File: src/rtl/fabric_uart_pkg.sv
// Shared types and constants for the fabric UART receiver.
`timescale 1ns/1ps
package fabric_uart_pkg;
  typedef enum logic [2:0] {IDLE, START, DATA, PARITY, STOP, BREAK} rx_state_t;

  localparam int OVERSAMPLE = 16;
  localparam int SAMPLE_MID = 8;
  localparam int DATA_BITS  = 8;

  function automatic logic maj3(input logic a, input logic b, input logic c);
    return (a & b) | (a & c) | (b & c);
  endfunction
endpackage

File: src/rtl/fabric_uart_rx_fifo.sv
// FWFT byte FIFO: head visible combinationally from registered storage.
`timescale 1ns/1ps
module fabric_uart_rx_fifo #(
  parameter int DEPTH = 8,
  parameter int W     = 8
)(
  input  logic                   clk,
  input  logic                   rst,
  input  logic                   push,
  input  logic                   pop,
  input  logic [W-1:0]           din,
  output logic [W-1:0]           dout,
  output logic [$clog2(DEPTH):0] count,
  output logic                   full,
  output logic                   empty
);
  localparam int AW = $clog2(DEPTH);

  logic [W-1:0] mem [DEPTH];
  logic [AW:0]  wptr, rptr;
  logic         do_push, do_pop;

  assign empty   = (wptr == rptr);
  assign full    = (wptr[AW] != rptr[AW]) && (wptr[AW-1:0] == rptr[AW-1:0]);
  assign do_pop  = pop && !empty;
  // a pop in the same cycle frees the slot, so a full FIFO still takes the push
  assign do_push = push && (!full || do_pop);
  assign count   = wptr - rptr;
  assign dout    = empty ? '0 : mem[rptr[AW-1:0]];

  always_ff @(posedge clk) begin
    if (rst) begin
      wptr <= '0;
      rptr <= '0;
    end else begin
      if (do_push) wptr <= wptr + 1'b1;
      if (do_pop)  rptr <= rptr + 1'b1;
    end
  end

  always_ff @(posedge clk) begin
    if (do_push) mem[wptr[AW-1:0]] <= din;
  end
endmodule

File: src/rtl/fabric_uart_rx.sv
// 16x oversampled UART receiver feeding an FWFT byte FIFO.
// Define UART_RX_PARITY_EN for an 8E1 frame with parity checking (default 8N1).
`timescale 1ns/1ps
module fabric_uart_rx
  import fabric_uart_pkg::*;
#(
  parameter int BAUD_DIV   = 27,
  parameter int FIFO_DEPTH = 8
)(
  input  logic                        FAB_CCC_GL0,
  input  logic                        FAB_RESET,
  input  logic                        RX_IN,
  output logic [7:0]                  DATA_OUT,
  output logic                        DATA_VALID,
  input  logic                        DATA_READY,
  output logic [$clog2(FIFO_DEPTH):0] FIFO_COUNT,
  output logic                        FRAME_ERR,
  output logic                        OVERRUN,
  output logic                        PARITY_ERR
);
  localparam int DW = (BAUD_DIV > 1) ? $clog2(BAUD_DIV) : 1;

  logic rx_s1, rx_s2, rx_prev, fall;
  rx_state_t state, state_nxt;
  logic [DW-1:0] div_cnt;
  logic [3:0] smp_cnt;
  logic [2:0] bit_cnt;
  logic s7, s8, perr, bit_val;
  logic [DATA_BITS-1:0] shreg;
  logic tick, samp_7, samp_8, samp_dec, samp_last;
  logic push_req, frame_err, parity_err, fifo_full, fifo_empty;

  always_ff @(posedge FAB_CCC_GL0) begin
    if (FAB_RESET) begin
      rx_s1   <= 1'b1;
      rx_s2   <= 1'b1;
      rx_prev <= 1'b1;
    end else begin
      rx_s1   <= RX_IN;
      rx_s2   <= rx_s1;
      rx_prev <= rx_s2;
    end
  end

  assign fall      = rx_prev & ~rx_s2;
  assign tick      = (state != IDLE) && (div_cnt == DW'(BAUD_DIV - 1));
  assign samp_7    = tick && (smp_cnt == 4'(SAMPLE_MID - 1));
  assign samp_8    = tick && (smp_cnt == 4'(SAMPLE_MID));
  assign samp_dec  = tick && (smp_cnt == 4'(SAMPLE_MID + 1));
  assign samp_last = tick && (smp_cnt == 4'(OVERSAMPLE - 1));
  assign bit_val   = maj3(s7, s8, rx_s2);

  always_ff @(posedge FAB_CCC_GL0) begin
    if (FAB_RESET) state <= IDLE;
    else           state <= state_nxt;
  end

  always_comb begin
    state_nxt = state;
    case (state)
      IDLE:  if (fall) state_nxt = START;
      START: begin
        if (samp_7 && rx_s2)  state_nxt = IDLE;
        else if (samp_last)   state_nxt = DATA;
      end
`ifdef UART_RX_PARITY_EN
      DATA:   if (samp_last && bit_cnt == 3'(DATA_BITS - 1)) state_nxt = PARITY;
      PARITY: if (samp_last) state_nxt = STOP;
`else
      DATA:   if (samp_last && bit_cnt == 3'(DATA_BITS - 1)) state_nxt = STOP;
`endif
      STOP:  if (samp_dec) state_nxt = bit_val ? IDLE : BREAK;
      BREAK: if (rx_s2) state_nxt = IDLE;
      default: state_nxt = IDLE;
    endcase
  end

  always_comb begin
    push_req   = 1'b0;
    frame_err  = 1'b0;
    parity_err = 1'b0;
    if (!FAB_RESET && state == STOP && samp_dec) begin
      if (!bit_val)  frame_err = 1'b1;
      else if (!perr) push_req = 1'b1;
    end
`ifdef UART_RX_PARITY_EN
    if (!FAB_RESET && state == PARITY && samp_dec && (bit_val != ^shreg))
      parity_err = 1'b1;
`endif
  end

  // counters sit at zero in IDLE, which doubles as the reload on start detection
  always_ff @(posedge FAB_CCC_GL0) begin
    if (FAB_RESET) begin
      div_cnt <= '0;
      smp_cnt <= '0;
      bit_cnt <= '0;
      s7      <= 1'b1;
      s8      <= 1'b1;
      shreg   <= '0;
      perr    <= 1'b0;
    end else if (state == IDLE) begin
      div_cnt <= '0;
      smp_cnt <= '0;
      bit_cnt <= '0;
      perr    <= 1'b0;
    end else begin
      div_cnt <= tick ? '0 : div_cnt + 1'b1;
      if (tick)   smp_cnt <= smp_cnt + 1'b1;
      if (samp_7) s7 <= rx_s2;
      if (samp_8) s8 <= rx_s2;
      if (state == DATA && samp_dec)  shreg   <= {bit_val, shreg[DATA_BITS-1:1]};
      if (state == DATA && samp_last) bit_cnt <= bit_cnt + 1'b1;
`ifdef UART_RX_PARITY_EN
      if (state == PARITY && samp_dec) perr <= (bit_val != ^shreg);
`endif
    end
  end

  fabric_uart_rx_fifo #(.DEPTH(FIFO_DEPTH), .W(DATA_BITS)) u_fifo (
    .clk   (FAB_CCC_GL0),
    .rst   (FAB_RESET),
    .push  (push_req),
    .pop   (DATA_READY),
    .din   (shreg),
    .dout  (DATA_OUT),
    .count (FIFO_COUNT),
    .full  (fifo_full),
    .empty (fifo_empty)
  );

  assign DATA_VALID = ~fifo_empty;
  assign FRAME_ERR  = frame_err;
  assign OVERRUN    = push_req & fifo_full & ~DATA_READY;
  assign PARITY_ERR = parity_err;
endmodule

File: config.mk
export PLATFORM = sky130hd
export DESIGN_NAME = fabric_uart_rx
export DESIGN_NICKNAME = d
export VERILOG_FILES = /design/src/rtl/fabric_uart_pkg.sv /design/src/rtl/fabric_uart_rx_fifo.sv /design/src/rtl/fabric_uart_rx.sv
export SDC_FILE = /design/constraint.sdc
export NUM_CORES = 1
export LEC_CHECK = 0
export CELL_PAD_IN_SITES_DETAIL_PLACEMENT = 2
export CELL_PAD_IN_SITES_GLOBAL_PLACEMENT = 2
export CORE_MARGIN = 5
export CORE_UTILIZATION = 40
export DETAILED_ROUTE_END_ITERATION = 8
export PLACE_DENSITY_LB_ADDON = 0.2
export RECOVER_POWER = 25
export SYNTH_ARGS = -nofsm -noshare
export SYNTH_HDL_FRONTEND = slang
export SYNTH_SLANG_ARGS = --single-unit
File: constraint.sdc
create_clock -name FAB_CCC_GL0 -period 2.88 [get_ports FAB_CCC_GL0]
set_clock_uncertainty 0.15 [all_clocks]
set_input_delay 0.288 -clock FAB_CCC_GL0 [delete_from_list [all_inputs] [get_ports FAB_CCC_GL0]]
set_output_delay 0.288 -clock FAB_CCC_GL0 [all_outputs]
set_load 0.1 [all_outputs]
==> impl_results.md, run 1 <==
- Clock sink count: between 100 and 150
- Synth Area in Adders: about 4%
- Core area: 10,840 um2
- Max cap viols: 0
- Vias/cell: approximately 5.3
- Share of the synthesized area in the top cell type: roughly 44%
- Worst Setup Start Kind: flop
- Worst endpoint required time: between 2 and 2.5 ns
- Worst path arrival time: 2.28 ns
- DRT antenna net count: 0
- # H-tree levels: 3
- Fin worst setup slack: approximately 0.16 ns
- Most common cell after layout, fill and taps aside: edfxtp_1
- Post-Synth Simple-Gate Area: 12.26%
- Largest net degree at the start of global routing: 29
- First-pass GRT wire length: approximately 16,000 um
- Highest metal used: met4
- Cell Area, Placed: a little under 5000 um2
- Final critical-path share of the clock period: ~94%
- Clock slew at reported path FFs: 0.10 ns
- Power density over cell area: 482.3 nW/um2
- Number of global-route vias before repair: 2,840
- Final Cell Area: 5107 um2
- Share of layout cells above drive strength 1: roughly a quarter
- RSZ-0062 raised after global routing: false
- RePlAce Congestion: 0.7255
- Area grow syn2layout: 15.60%
- # nets final: between 300 and 400
- Filler cells: between 1,000 and 1,500
- Endpoints failing setup: 0
- FF-to-FF path depth: 7
- Vias: roughly 2,600
- Worst-margin pin slew: around 0.6 ns
- Initial antenna violation count: 0
- Worst IR Drop VDD: 292.5 uV
- Synthesized area: 4418 um2
- Post-synthesis sequential element count: 103
- Register share of total power: 63.4%
- DR WL met2: 5122 um
- Fmax: 0.3677 GHz
- Yosys warns: 0
- Ranking of synthesized cells by area: edfxtp_1, dfxtp_1, mux4_2
- Die Ht: 115.1 um
- Ant. Diodes: 0
- Crit path capture type: output pin
- Most frequent cells in the layout: edfxtp_1, dfxtp_1, nor2_1
- Minimum clock period: about 2.7 ns
- Post-synth top flop: edfxtp_1
- Drt initial violations: 78
- Hold-fix buffer count after cts: 0
- Clk buf depth: 2
- Syn Inst Count: 321
- Gr usage total: approximately 16%
- Total wire length: just under 10,000 um
- Clock latency at the later pin of the worst-skew pair: around 0.36 ns
- Root Driver: clkbuf_8
- DRT Pass-1 Iters: 4
- HPWL Detailed: between 6000 and 7000 um
- Combinational share of power: 2.3%
- Hold Vio Cnt, Final: 0
- Cell internal pwr: approximately 1.9 mW
- Post-DR wirelength/cell: 20.07 um
- Final Max Slew Viols: 0
- Post-synth top area cell: edfxtp_1
- Hold-critical path depth: 1
- Critical-path maximum fanout: 6
- Synth cell types: 50
- Rows: 38
- Largest family of logic cells by synthesized area: multiplexers
- XOR/XNOR Fraction of Synth Area: approximately 3%
- Sw Ratio: a little under a quarter
- Hold WC Path Type: flop to flop
- Total gr overflow: 0
- Post-CTS sizing: 0
- CTS tree: built
- Relative slew slack: 60.88%
- Syn Area/Cell: 13.76 um2
- CTS buffer count: 9
- Number of synthesized flops with an enable pin: 64
- I/O Pins: 20
- DIE AREA: approximately 13,000 um2
- Power share of the clock group: roughly 34%
- Sequential share of the synthesized area: 61.17%
- Initial Util: between 40% and 50%
- Wl on met1: around 4400 um
- Finished Core Util: 47.11%
- Hold Slack: approximately 0.28 ns
- Post-synthesis mux area share: a little over an eighth
- Postcts setup bufs: 0
- Status: complete, no violations
- IO Port Bufs: 18
- Asr flop ratio synth: 0%
- Critical path class: flop to output pin
- Net load switching power: 0.5612 mW
- DR DRC count: 0
- Die X: about 120 um
- Wire length on met3: about 230 um
- Pleak: roughly 1.7 nW
- Synth Area in Compound Gates: under 10%
- Net Count, Synth: 338
- Setup WS pre-CTS: between 0.3 and 0.4 ns
==> worst max-delay path: stages (launching register included) <==
cell     delay, ns
dfxtp_1       0.44
inv_1         0.15
ha_1          0.34
nand3_1       0.07
or3_1         0.44
nor3_4        0.27
buf_12        0.20
==> logic make-up (layout without fill, tap and decap cells) <==
| kind of cell | after synthesis | in the layout |
|---|---|---|
| AO/OA/AOI/OAI | 16 | 16 |
| XOR/XNOR | 15 | 15 |
| adder cells (fa/ha/maj) | 14 | 14 |
| buffers and inverters | 31 | 60 |
| flip-flops | 103 | 103 |
| multiplexers | 38 | 38 |
| other | 1 | 1 |
| AND/OR/NAND/NOR | 103 | 103 |
==> metrics by stage <==
step	std cells	total power [mW]	setup TNS, ns
global placement	474	1.652	0
detailed placement	474	1.653	0
CTS	490	2.499	0
global route	490	2.578	0
finish	490	2.463	0
floorplan	321	1.643	-0.01700
==> synthesized netlist by cell type, types with 3 or more instances <==
master    number
edfxtp_1      64
nor2_1        41
dfxtp_1       39
mux2i_1       22
mux4_2        16
inv_1         14
ha_1          12
nand2_1       12
xnor2_1        9
nand3_1        8
nor3_1         7
xor2_1         6
nand4_1        5
or2_2          5
a21oi_1        4
buf_2          4
buf_4          4
clkbuf_1       4
nand2b_1       3
nor2b_1        3
nor3b_1        3
==> power groups by stage <==
stage	Sequential (mW)	Combinational, mW	Clock [mW]
after floorplan	1.59	0.0549	0
after global placement	1.59	0.0577	0
after detailed placement	1.59	0.0588	0
final	1.56	0.0574	0.845
after global routing	1.56	0.0638	0.952
after CTS	1.56	0.0591	0.879
==> registers in the layout, summed over array words and instances, names as in the netlist, named ones only <==
name	flops
bit_cnt	3
div_cnt	5
rx_prev	1
rx_s1	1
rx_s2	1
s7	1
s8	1
shreg	8
smp_cnt	4
state	3
u_fifo.mem	64
u_fifo.rptr	4
u_fifo.wptr	4
==> area by class of cell <==
type | instances | area (um2) | area share, %
Multi-Input combinational cell | 187 | 1600 | 31.33
Tap cell | 140 | 175.2 | 3.430
Clock inverter | 6 | 53.80 | 1.053
Inverter | 14 | 52.55 | 1.029
Timing Repair Buffer | 30 | 395.4 | 7.741
Clock buffer | 10 | 127.6 | 2.499
Sequential cell | 103 | 2703 | 52.92
==> per-layer routing <==
layer / up-vias / GRT usage (%)
met1: 1353 / 20.37
met2: 34 / 28.94
met4: 0 / 4.460
met5: - / 0
li1: 1211 / -
met3: 8 / 2.842
==> final timing paths <==
check	startpoint	endpoint	slack, ns
worst max-delay path	u_fifo.wptr[0]	OVERRUN	0.16
worst min-delay path	rx_s1	rx_s2	0.28
worst max register to register	u_fifo.wptr[0]	u_fifo.mem[0][1]	0.27
worst min register to register	rx_s1	rx_s2	0.28
(Power assumes the default switching activity.)
==> run 2, diff against run 1 <==
- CORE_UTILIZATION: 40 -> 39
- clock period: 2.88 -> 2.2 ns (I/O delays scaled with it)
==> impl_results.md, run 2 (synthesis results as in run 1) <==
- Critical path class: flop to output pin
- DRT antenna net count: 0 (unchanged)
- CTS buffer count: 9 (unchanged)
- Core area: 10,980 um2 (+1.3%)
- Fmax: 0.4390 GHz
- Crit path capture type: output pin
- Failing checks: setup timing
- Die X: 116.4 um (+1.2%)
- Minimum clock period: 2.278 ns
- Ant. Diodes: 0 (unchanged)
- Vias: 2,749 (+5.5%)
- Worst setup startpoint: u_fifo.rptr[2]
- Endpoints failing setup: 6 (+6)
- Hold WC Path Type: flop to flop
- Number of global-route vias before repair: 3,140 (+11%)
- Total gr overflow: 0 (unchanged)
- Clk buf depth: 2 (unchanged)
- I/O Pins: 20 (unchanged)
- DRT Pass-1 Iters: 4 (unchanged)
- Pleak: 2.015 nW (+16%)
- Setup WS pre-CTS: -0.08984 ns (-0.4464 ns)
- Final TNS setup: -0.1991 ns (-0.1991 ns)
- Critical-path maximum fanout: 3 (-3)
- Max FFs per register: 64 (unchanged)
- Final critical-path share of the clock period: 103.5%
- Most common cell after layout, fill and taps aside: edfxtp_1
- Hold Vio Cnt, Final: 0 (unchanged)
- RePlAce Congestion: 0.7509 (+3.5%)
- Worst Setup Start Kind: flop
- # nets final: 393 (+8.6%)
- Most frequent cells in the layout: edfxtp_1, nor2_1, dfxtp_1, buf_4, buf_12
- Final Max Slew Viols: 0 (unchanged)
- Root Driver: clkbuf_16
- Share of layout cells above drive strength 1: 39.90% (+16 points)
- Fin worst setup slack: -0.07777 ns (-0.2380 ns)
- Largest stage delay, worst path: 0.35 ns (-0.09 ns)
- Post-DR wirelength/cell: 23.60 um (+18%)
- Initial antenna violation count: 0 (unchanged)
- Vias/cell: 5.276 (-0.79%)
- Clock slew at reported path FFs: 0.07 ns (-0.03 ns)
- Max cap viols: 0 (unchanged)
- Largest net degree at the start of global routing: 29 (unchanged)
- Power density over cell area: 636.5 nW/um2 (+32%)
- CTS tree: built
- Min-delay src: rx_s1
- Total wire length: 12,300 um (+25%)
- Rows: 38 (unchanged)
- R2R Path Start: div_cnt[0]
- HPWL Detailed: 8242 um (+19%)
- Worst IR Drop VDD: 459.3 uV (+57%)
- Drt initial violations: 180 (+130%)
- DR DRC count: 0 (unchanged)
- Crit-path cells: inv_2 > ha_4 > nand3_2 > or3_4 > nor3_4 > buf_12
- RSZ-0062 raised after global routing: true
- Area grow syn2layout: 32.74%
- DIE AREA: 13,560 um2 (+2.3%)
- Worst endpoint required time: 1.83 ns (-0.61 ns)
- Relative slew slack: 60.92% (about the same)
- IO Port Bufs: 18 (unchanged)
- Worst path slowest cell: dfxtp_2
- Status: finished, violations left
- Gr usage total: 19.21% (+3.0 points)
- Initial Util: 40.23% (-0.53 points)
- Worst-margin pin slew: 0.5818 ns (-0.004204 ns)
- First-pass GRT wire length: 18,840 um (+17%)
- Clock sink count: 103 (unchanged)
- Die Ht: 116.4 um (+1.2%)
- # H-tree levels: 3 (unchanged)
- Clock latency at the later pin of the worst-skew pair: 0.34 ns (-0.02 ns)
- Worst path arrival time: 1.91 ns (-0.37 ns)
[run 2: cell types whose count changed in the layout (fill, tap and decap cells not counted), moves of 4 or more]
cell	change
clkbuf_16	+10
dfxtp_4	+4
ha_1	-4
buf_6	+7
dfxtp_1	-9
buf_12	+7
clkbuf_8	-9
buf_4	+16
ha_4	+4
nor3_1	-4
dfxtp_2	+5
inv_1	-6
[run 2: per-stage QoR]
| step | area [um2] | power [mW] | cells | utilization [%] | hold WS (ns) |
|---|---|---|---|---|---|
| floorplan | 4636 | 2.150 | 321 | - | 0.1738 |
| global placement | 5344 | 2.172 | 496 | 48.66 | 0.2476 |
| detailed placement | 5344 | 2.176 | 496 | 48.66 | 0.2585 |
| CTS | 5794 | 3.760 | 519 | 52.76 | 0.2771 |
| global route | 5864 | 3.863 | 521 | 53.39 | 0.2856 |
| finish | 5864 | 3.733 | 521 | 53.39 | 0.2719 |
[run 2: per-layer routing]
layer  GRT usage [%]  up-vias  wire length (um)
li1                -     1270                 -
met1           22.55     1436              5045
met2           36.23       35              6907
met3           4.404        8               250
met4           3.094        0                92
met5               0        -                 0
[run 2: power by group]
part	internal, mW	switching (mW)
Clock	0.856	0.745
Sequential	2.03	0.00371
Combinational	0.0379	0.0632
Total	2.92	0.812
[run 2: layout make-up]
cell class,count,area (um2)
inverter,14,67.56
timing repair buffer,61,762.0
clock buffer,11,254.0
fill,979,5119
sequential,103,2724
tap,140,175.2
clock inverter,5,50.05
multi-input combinational,187,1832
[run 2: what timing repair did]
item / 4_1_cts / 5_1_grt
endpoints found under the hold margin: 0 / 0
cloned: 1 / 0
endpoints found under the setup margin: 68 / 87
buffers inserted: 7 / 2
gates resized for setup: 24 / 13
hold buffers: 0 / 0
pin swaps: 8 / 8
[run 2: critical path, delay by kind of cell, from the launching register on]
family | cells | cell delay [ns]
fa+ha+maj | 1 | 0.28
buf+inv | 2 | 0.27
flops | 1 | 0.35
simple gates | 3 | 0.66
[run 2: path summary, 6_finish.rpt]
| path | to | cells after the start | slack (ns) |
|---|---|---|---|
| max | OVERRUN | 6 | -0.08 |
| min reg2reg | rx_s2 | 1 | 0.27 |
| max reg2reg | u_fifo.mem[3][1] | 8 | 0.06 |
| min | rx_s2 | 1 | 0.27 |
==> run 3, diff against run 2 <==
- PLACE_DENSITY_LB_ADDON: 0.2 -> 0.1
==> impl_results.md, run 3 (synthesis results as in run 1) <==
- Number of global-route vias before repair: 3,206 (+2.1%)
- Crit path capture type: output pin
- Final TNS setup: -1.390 ns (-1.191 ns)
- Most frequent cells in the layout: edfxtp_1, buf_4, nor2_1
- Most common cell after layout, fill and taps aside: edfxtp_1
- Relative slew slack: 52.52% (-8.4 points)
- Gr usage total: 19.16% (-0.050 points)
- Vias: 2,808 (+2.1%)
- Hold Vio Cnt, Final: 0 (unchanged)
- Core area: 10,980 um2 (unchanged)
- Sequential Area: 2721 um2 (about the same)
- Status: finished, violations left
- Power density over cell area: 617.3 nW/um2 (-3.0%)
- RePlAce Congestion: 0.7789 (+3.7%)
- Pleak: 2.062 nW (+2.4%)
- CTS tree: built
- Vias/cell: 5.288 (+0.22%)
- First-pass GRT wire length: 18,910 um (+0.37%)
- Fin worst setup slack: -0.09234 ns (-0.01456 ns)
- Hold WC Path Type: flop to flop
- Post-DR wirelength/cell: 22.92 um (-2.9%)
- Area grow syn2layout: 34.52%
- Worst endpoint required time: 1.83 ns (about the same)
- # H-tree levels: 3 (unchanged)
- Drt initial violations: 126 (-30%)
- M3 GR Usage: 2.902% (-1.5 points)
- Finished Core Util: 54.11% (+0.72 points)
- GR peak layer: met2
- RSZ-0062 raised after global routing: true
- Worst IR Drop VDD: 458.4 uV (-0.21%)
- Worst path arrival time: 1.92 ns (about the same)
- Root Driver: clkbuf_16
- Max cap viols: 0 (unchanged)
- Final critical-path share of the clock period: 104.2% (+0.66 points)
- Failing checks: setup timing
- Max FFs per register: 64 (unchanged)
- Worst Setup Start Kind: flop
- Minimum clock period: 2.292 ns (+0.01456 ns)
- Die X: 116.4 um (unchanged)
- Die Ht: 116.4 um (unchanged)
- Clock sink count: 103 (unchanged)
- Filler cells: 985 (+0.61%)
- Area of the multi-input gates: 1861 um2 (+1.6%)
- DR DRC count: 0 (unchanged)
- Clock latency at the later pin of the worst-skew pair: 0.35 ns (about the same)
- Initial Util: 40.23% (unchanged)
- Clk buf depth: 2 (unchanged)
- CTS buffer count: 9 (unchanged)
- Total wire length: 12,170 um (-1.0%)
- HPWL Detailed: 7937 um (-3.7%)
- Endpoints failing setup: 27 (+21)
- Share of layout cells above drive strength 1: 41.94% (+2.0 points)
- Final Cell Area: 5943 um2 (+1.3%)
- I/O Pins: 20 (unchanged)
- Global routing usage on met2: 34.90% (-1.3 points)
- Total gr overflow: 0 (unchanged)
- M1 GR Usage: 23.13% (+0.58 points)
- Largest net degree at the start of global routing: 29 (unchanged)
- Fmax: 0.4362 GHz (-0.64%)
- Critical-path maximum fanout: 4 (+1)
- Post-Place Cells: 495 (-0.20%)
- Cell Area, Placed: 5336 um2 (-0.14%)
- # nets final: 403 (+2.5%)
- Critical path class: flop to output pin
- Fin cells: 531 (+1.9%)
- R2R setup slack: -0.06 ns (-0.12 ns)
- Initial antenna violation count: 0 (unchanged)
- Ant. Diodes: 0 (unchanged)
- DRT Pass-1 Iters: 4 (unchanged)
- Rows: 38 (unchanged)
- Setup WS pre-CTS: -0.1109 ns (-0.02103 ns)
- DIE AREA: 13,560 um2 (unchanged)
- DRT antenna net count: 0 (unchanged)
- Worst-margin pin slew: 0.7112 ns (+0.1294 ns)
- Clock slew at reported path FFs: 0.07 ns (about the same)
- IO Port Bufs: 18 (unchanged)
- Final Max Slew Viols: 0 (unchanged)
- Hold-fix buffer count after cts: 0 (unchanged)
## run 3: area by class of cell
| cell class | instances | share of cell area (%) |
|---|---|---|
| multi-input combinational | 187 | 31.31 |
| inverter | 14 | 1.032 |
| sequential | 103 | 45.79 |
| clock buffer | 11 | 3.916 |
| clock inverter | 5 | 0.7158 |
| tap | 140 | 2.947 |
| timing repair buffer | 71 | 14.29 |
## run 3: worst max-delay path: stages, from the launching register on
cell and delay (ns):
dfxtp_4 0.37, inv_6 0.04, ha_4 0.26, nand3_2 0.06
or3_4 0.37, nor3_4 0.26, buf_12 0.21
## run 3: path summary, 6_finish.rpt
path | start | to | depth (start not counted)
max | u_fifo.wptr[0] | OVERRUN | 6
min | rx_s1 | rx_s2 | 1
max reg2reg | u_fifo.wptr[0] | u_fifo.wptr[1] | 11
min reg2reg | rx_s1 | rx_s2 | 1
## run 3: what timing repair did
action	4_1_cts	5_1_grt
gates cloned	1	0
pin swaps	11	11
gates resized for setup	25	14
buffers inserted	13	9
setup endpoints to repair	49	74
## run 3: per-layer routing
layer | wire length, um | share of wire, % | up-vias
met5 | 0 | 0 | -
met4 | 190 | 1.6 | 0
met3 | 284 | 2.3 | 12
met2 | 6761 | 56 | 40
met1 | 4935 | 41 | 1461
li1 | - | - | 1295
## run 3: stage by stage
stage	hold slack [ns]	total power [mW]
floorplan	0.1738	2.150
global placement	0.2436	2.172
detailed placement	0.2470	2.175
CTS	0.2681	3.665
global route	0.2954	3.801
finish	0.2650	3.669
## run 3: power by group
part	switching, mW	internal, mW	leakage [nW]
clock	0.750	0.783	0.132
sequential	0.00495	2.03	0.913
combinational	0.0626	0.0400	1.02
total	0.817	2.85	2.06
